### src/rtl/pipe_mem_arbiter.sv
// Shares one backing-memory port between instruction fetch and the data stage.
// One transaction in flight; data side wins ties unless it has starved fetch for MAX_DSTREAK grants.
module pipe_mem_arbiter #(
    parameter int WIDTH       = 32,
    parameter int MAX_DSTREAK = 4
) (
    input  logic             clk,
    input  logic             rst,
    input  logic             i_req,
    input  logic [WIDTH-1:0] i_addr,
    output logic [WIDTH-1:0] i_rdata,
    output logic             i_valid,
    input  logic             d_req,
    input  logic             d_we,
    input  logic [3:0]       d_wstrb,
    input  logic [WIDTH-1:0] d_addr,
    input  logic [WIDTH-1:0] d_wdata,
    output logic [WIDTH-1:0] d_rdata,
    output logic             d_valid,
    output logic             m_req,
    output logic             m_we,
    output logic [3:0]       m_wstrb,
    output logic [WIDTH-1:0] m_addr,
    output logic [WIDTH-1:0] m_wdata,
    input  logic             m_ready,
    input  logic             m_rvalid,
    input  logic [WIDTH-1:0] m_rdata,
    output logic             stall_F,
    output logic             stall_M
);

    localparam logic [2:0] STREAK_LIMIT = 3'(MAX_DSTREAK);
    localparam logic [2:0] STREAK_SAT   = 3'd7;
    localparam int         SIDE_I       = 0;
    localparam int         SIDE_D       = 1;

    typedef enum logic [1:0] {
        IDLE = 2'd0,
        REQ  = 2'd1,
        WAIT = 2'd2,
        RESP = 2'd3
    } state_t;

    state_t           state_reg;
    state_t           state_next;

    logic             owner_reg;
    logic             we_reg;
    logic [3:0]       wstrb_reg;
    logic [WIDTH-1:0] addr_reg;
    logic [WIDTH-1:0] wdata_reg;
    logic [2:0]       dstreak_reg;
    logic [2:0]       dstreak_next;

    logic             grant;
    logic             grant_d;
    logic             capture;

    assign grant   = (state_reg == IDLE) && (i_req || d_req);
    assign grant_d = d_req && !(i_req && (dstreak_reg == STREAK_LIMIT));
    // Completion is only honoured while waiting; stray m_rvalid elsewhere is dropped.
    assign capture = (state_reg == WAIT) && m_rvalid;

    always_ff @(posedge clk or negedge rst) begin
        if (!rst) begin
            state_reg <= IDLE;
        end else begin
            state_reg <= state_next;
        end
    end

    always_comb begin
        state_next = state_reg;
        case (state_reg)
            IDLE: begin
                if (grant) begin
                    state_next = REQ;
                end
            end
            REQ: begin
                if (m_ready) begin
                    state_next = WAIT;
                end
            end
            WAIT: begin
                if (m_rvalid) begin
                    state_next = RESP;
                end
            end
            RESP: begin
                state_next = IDLE;
            end
            default: begin
                state_next = IDLE;
            end
        endcase
    end

    always_comb begin
        m_req   = 1'b0;
        i_valid = 1'b0;
        d_valid = 1'b0;
        case (state_reg)
            REQ: begin
                m_req = 1'b1;
            end
            RESP: begin
                i_valid = ~owner_reg;
                d_valid = owner_reg;
            end
            default: begin
                m_req = 1'b0;
            end
        endcase
    end

    // Request fields are frozen at grant so m_* stays stable however long m_ready is withheld.
    always_ff @(posedge clk or negedge rst) begin
        if (!rst) begin
            owner_reg <= 1'b0;
            we_reg    <= 1'b0;
            wstrb_reg <= '0;
            addr_reg  <= '0;
            wdata_reg <= '0;
        end else if (grant) begin
            owner_reg <= grant_d;
            we_reg    <= grant_d & d_we;
            wstrb_reg <= grant_d ? d_wstrb : 4'b0000;
            addr_reg  <= grant_d ? d_addr : i_addr;
            wdata_reg <= grant_d ? d_wdata : '0;
        end
    end

    always_comb begin
        dstreak_next = dstreak_reg;
        if (grant) begin
            if (grant_d && i_req) begin
                dstreak_next = (dstreak_reg == STREAK_SAT) ? STREAK_SAT : dstreak_reg + 3'd1;
            end else begin
                dstreak_next = '0;
            end
        end
    end

    always_ff @(posedge clk or negedge rst) begin
        if (!rst) begin
            dstreak_reg <= '0;
        end else begin
            dstreak_reg <= dstreak_next;
        end
    end

    genvar gi;
    generate
        for (gi = 0; gi < 2; gi++) begin : g_side
            logic             side_hit;
            logic [WIDTH-1:0] rdata_reg;

            // A store acknowledge carries no data, so the load register keeps its value.
            assign side_hit = capture
                && (owner_reg == 1'(gi == SIDE_D))
                && ((gi == SIDE_I) || !we_reg);

            always_ff @(posedge clk or negedge rst) begin
                if (!rst) begin
                    rdata_reg <= '0;
                end else if (side_hit) begin
                    rdata_reg <= m_rdata;
                end
            end
        end
    endgenerate

    assign i_rdata = g_side[SIDE_I].rdata_reg;
    assign d_rdata = g_side[SIDE_D].rdata_reg;

    assign m_we    = we_reg;
    assign m_wstrb = wstrb_reg;
    assign m_addr  = addr_reg;
    assign m_wdata = wdata_reg;

    assign stall_M = d_req & ~d_valid;
    assign stall_F = stall_M | (i_req & ~i_valid);

endmodule

### config.mk
export PLATFORM = sky130hd
export DESIGN_NAME = pipe_mem_arbiter
export DESIGN_NICKNAME = d
export VERILOG_FILES = /design/src/rtl/pipe_mem_arbiter.sv
export SDC_FILE = /design/constraint.sdc
export NUM_CORES = 1
export LEC_CHECK = 0
export ABC_AREA = 1
export CAP_MARGIN = 10
export CORE_AREA = 8 8 126 128
export DETAILED_ROUTE_END_ITERATION = 16
export DIE_AREA = 0 0 134 136
export PLACE_DENSITY = 0.91
export SYNTH_ARGS = -nofsm -noshare
export SYNTH_HDL_FRONTEND = slang
export SYNTH_SLANG_ARGS = --single-unit
### constraint.sdc
create_clock -name clk -period 3.4 [get_ports clk]
set_input_delay 0.34 -clock clk [delete_from_list [all_inputs] [get_ports clk]]
set_output_delay 0.34 -clock clk [all_outputs]
set_load 0.05 [all_outputs]
==> impl_results.md <==
* Outcome: completed
* Cell internal power dissipation at approximately 5.3 mW
* Fin Setup TNS at 0 ns
* Worst path max stage delay at 0.83 ns
* Number of warnings printed during yosys synthesis at 0
* Most used DFF post-synth: sky130_fd_sc_hd__dfrtp_1
* Port buffer count at around 280
* Family with the most delay on the worst path: buffers and inverters
* Clock-pin transition on the worst setup and hold timing paths at ~0.060 ns
* Switching share of power at 0.490
* Part of the cycle the worst path needs at 0.713
* Met3 layer usage reported by global route at 0.0562
* Number of buffers inserted during clock tree synthesis at 17
* Post-synth EDFFs at 0
* Number of instances in the synthesized netlist at 733
* HPWL after DPL at ~14000 µm
* Most used routing layer: met2
* Path type of the worst min-delay path: in2reg
* Antenna violations before repair at 0
* Average instance area after synthesis at between 8 and 9 µm²
* Net Count, Synth at a little under 900
* Finished layout cell area at between 0.009 and 0.01 mm²
* Sequential area share after synthesis at 0.572
* Placed instance area at ~0.009 mm²
* Required time worst endpoint at around 3 ns
* Count of unique library cells instantiated by Yosys at 25
* Final weighted congestion in routability-driven placement at 0.817
* Final count of hold timing violations at 0
* Remaining routing DRC violations at 0
* CTS tree: yes
* All-Layer GR Usage at 0.205
* I/O pin cnt at 277
* Most area-hungry cell type in the Yosys netlist: sky130_fd_sc_hd__dfrtp_1
* Routed Wire Length at between 15000 and 20000 µm
* Crit end category: primary output
* Startpoint class of the critical path: register
* Maximum fanout count along the critical path at 4
* Share of synthesized registers carrying an async set or reset at 1.00
* Setup repair after global routing missed its margin: false
* Number of cells on the worst reg-to-reg path at 8
* N_diodes at 0
* Met1 Use GR at 0.226
* Psw at roughly 5.1 mW
* Number of nets in the finished design at ~1100
* Average vias per placed instance at 4.76
* Number of maximum-capacitance violations at 0
* Iteration-0 DRC Markers at 315
* Clock sinks at approximately 140
* Vias at 5691
* Count of buffering cells on the critical path with inverters included at 2
* Maximum clock frequency at 0.413 GHz
* Remaining max-slew budget at the tightest pin at 0.230
* Final clock skew at 0.0117 ns
* Share of the synthesized area in the top cell type at 0.572
* Number of resized instances in the post-cts repair step at 0
* Critical path arrival at between 2 and 2.5 ns
* Max Slew Vio Count at 0
* Core footprint at 0.0140 mm²
* Fraction of layout cells with a size suffix above 1 at 0.0475
* Cell-by-cell trace of the critical path: ha_1 -> nand2_1 -> inv_1 -> nor2_1 -> clkdlybuf4s50_1
* Area growth from synthesis to final layout at 55.6%
* Die Ht at about 140 µm
* First-pass GRT wire length at around 29000 µm
* Static leakage at between 4 and 5 nW
* Starting density of the core at 0.434
* H-tree lvl count at 4
* GR Overflow Total at 0
* PD cells at approximately 1100 mW/mm²
* Post-layout minimum cycle time at around 2.4 ns
* Horizontal die dimension at roughly 130 µm
* Main area contributors after synthesis: sky130_fd_sc_hd__dfrtp_1, sky130_fd_sc_hd__nand2_1, sky130_fd_sc_hd__inv_1
* Met2 track utilization from global routing at 0.366
* Measured slew at the worst slew-check pin at around 1.2 ns
* Count of antenna-violating nets left after detailed routing at 0
* Critical-path top delay cell: sky130_fd_sc_hd__clkdlybuf4s50_1
* Number of global-route vias before repair at 5585
* Latest clock arrival within the worst-skew pair at 0.41 ns
* Worst supply voltage drop on vdd at between 0.6 and 0.7 mV
* Average wire per cell in the routed design at 16.0 µm
* Standard-cell rows at 44
* Final Setup Violations at 0
* Number of cells on the worst hold path at 3
* Count of TritonRoute iterations in the first routing pass at 7
* Combinational share of power at 0.553
* Total die area at roughly 0.018 mm²
* Clock Path Buffers at 2
* Post-layout power at slightly above 10 mW
* Maximum number of pins on one net before global-route repair at between 80 and 90
* Critical path type: reg2out
* Seq cells post-synth at roughly 140
* Root Driver: sky130_fd_sc_hd__clkbuf_16
* Sequential power share at 0.274
* Synth Cell Area at ~0.0061 mm²
* Relative contribution of the clock network to total power at 0.173
* Number of logic stages on the critical path including buffering at 5
-- metrics by stage --
step,cells,setup slack [ns],util,hold slack [ns]
after floorplan,733,1.25,-,0.0444
after global placement,1162,1.12,0.633,0.446
after detailed placement,1162,1.01,0.633,0.442
after CTS,1195,0.938,0.675,0.441
after global routing,1195,0.811,0.675,0.455
final,1195,0.977,0.675,0.461
-- path summary, 6_finish.rpt --
| check | to | from | slack [ns] |
|---|---|---|---|
| max | stall_M | state_reg[0] | 0.98 |
| min | m_wdata[7] | d_wdata[7] | 0.46 |
| max reg2reg | m_wstrb[1] | dstreak_reg[0] | 1.25 |
| min reg2reg | m_addr[31] | m_addr[31] | 0.48 |
| max in group asynchronous | m_addr[19] | rst | 2.06 |
| min in group asynchronous | i_rdata[10] | rst | 0.54 |
-- cell families (layout without fill, tap and decap cells) --
logic type               after synthesis  count (layout)  synth area share
buffers and inverters                150             428             0.110
AND/OR/NAND/NOR                      369             369             0.248
adder cells (fa/ha/maj)                6               6            0.0123
AO/OA/AOI/OAI                         69              69            0.0574
flip-flops                           139             139             0.572
-- cells in the mapped netlist, types with 2 or more instances --
cell type and number:
sky130_fd_sc_hd__nand2_1 286, sky130_fd_sc_hd__dfrtp_1 139, sky130_fd_sc_hd__inv_1 111, sky130_fd_sc_hd__nand3_1 70
sky130_fd_sc_hd__o21ai_0 47, sky130_fd_sc_hd__o21ai_1 20, sky130_fd_sc_hd__buf_2 13, sky130_fd_sc_hd__buf_6 8
sky130_fd_sc_hd__buf_4 6, sky130_fd_sc_hd__ha_1 6, sky130_fd_sc_hd__clkbuf_1 5, sky130_fd_sc_hd__nand2_2 4
sky130_fd_sc_hd__nor2_1 3, sky130_fd_sc_hd__buf_1 2, sky130_fd_sc_hd__inv_4 2, sky130_fd_sc_hd__nand4_1 2
-- worst min-delay path, cell delays in order --
cell and delay, ns:
sky130_fd_sc_hd__clkdlybuf4s50_1 0.39, sky130_fd_sc_hd__nand2_1 0.06, sky130_fd_sc_hd__nand2_1 0.04
-- layout by cell type, fill, tap and decap left out, types with 3 or more instances in the layout --
cell type,Yosys,final
sky130_fd_sc_hd__buf_4,6,5
sky130_fd_sc_hd__clkbuf_16,0,17
sky130_fd_sc_hd__clkdlybuf4s50_1,0,274
sky130_fd_sc_hd__clkinv_2,0,4
sky130_fd_sc_hd__dfrtp_1,139,139
sky130_fd_sc_hd__ha_1,6,6
sky130_fd_sc_hd__inv_1,111,111
sky130_fd_sc_hd__inv_6,0,4
sky130_fd_sc_hd__nand2_1,286,286
sky130_fd_sc_hd__nand2_2,4,4
sky130_fd_sc_hd__nand3_1,70,70
sky130_fd_sc_hd__nor2_1,3,3
sky130_fd_sc_hd__o21ai_0,47,47
sky130_fd_sc_hd__o21ai_1,20,20
-- layout make-up --
type | count | area, µm²
clock inverter | 13 | 139
clock buffer | 19 | 433
sequential | 139 | 3480
multi-input combinational | 444 | 1940
timing repair buffer | 282 | 2820
inverter | 114 | 433
tap | 184 | 230
fill | 1092 | 4570
-- layer usage --
layer  vias to the layer above  wire length (µm)
li1                       2755                 -
met2                       217             10100
met1                      2693              7450
met3                        26              1170
met4                         0               435
met5                         -                 0
-- timing repair --
action / 4_1_cts / 5_1_grt
hold buffers: 1 / 0
buffers inserted: 0 / 0
endpoints found under the hold margin: 4 / 0
-- power groups by stage --
| stage | registers, mW | clock network [mW] | logic (mW) |
|---|---|---|---|
| CTS | 2.82 | 1.83 | 5.78 |
| floorplan | 5.26 | 0 | 1.30 |
| detailed placement | 2.83 | 0 | 5.75 |
| global placement | 2.79 | 0 | 5.64 |
| global route | 2.90 | 1.91 | 6.03 |
| finish | 2.83 | 1.79 | 5.72 |
Power figures use the tool's default switching activity.
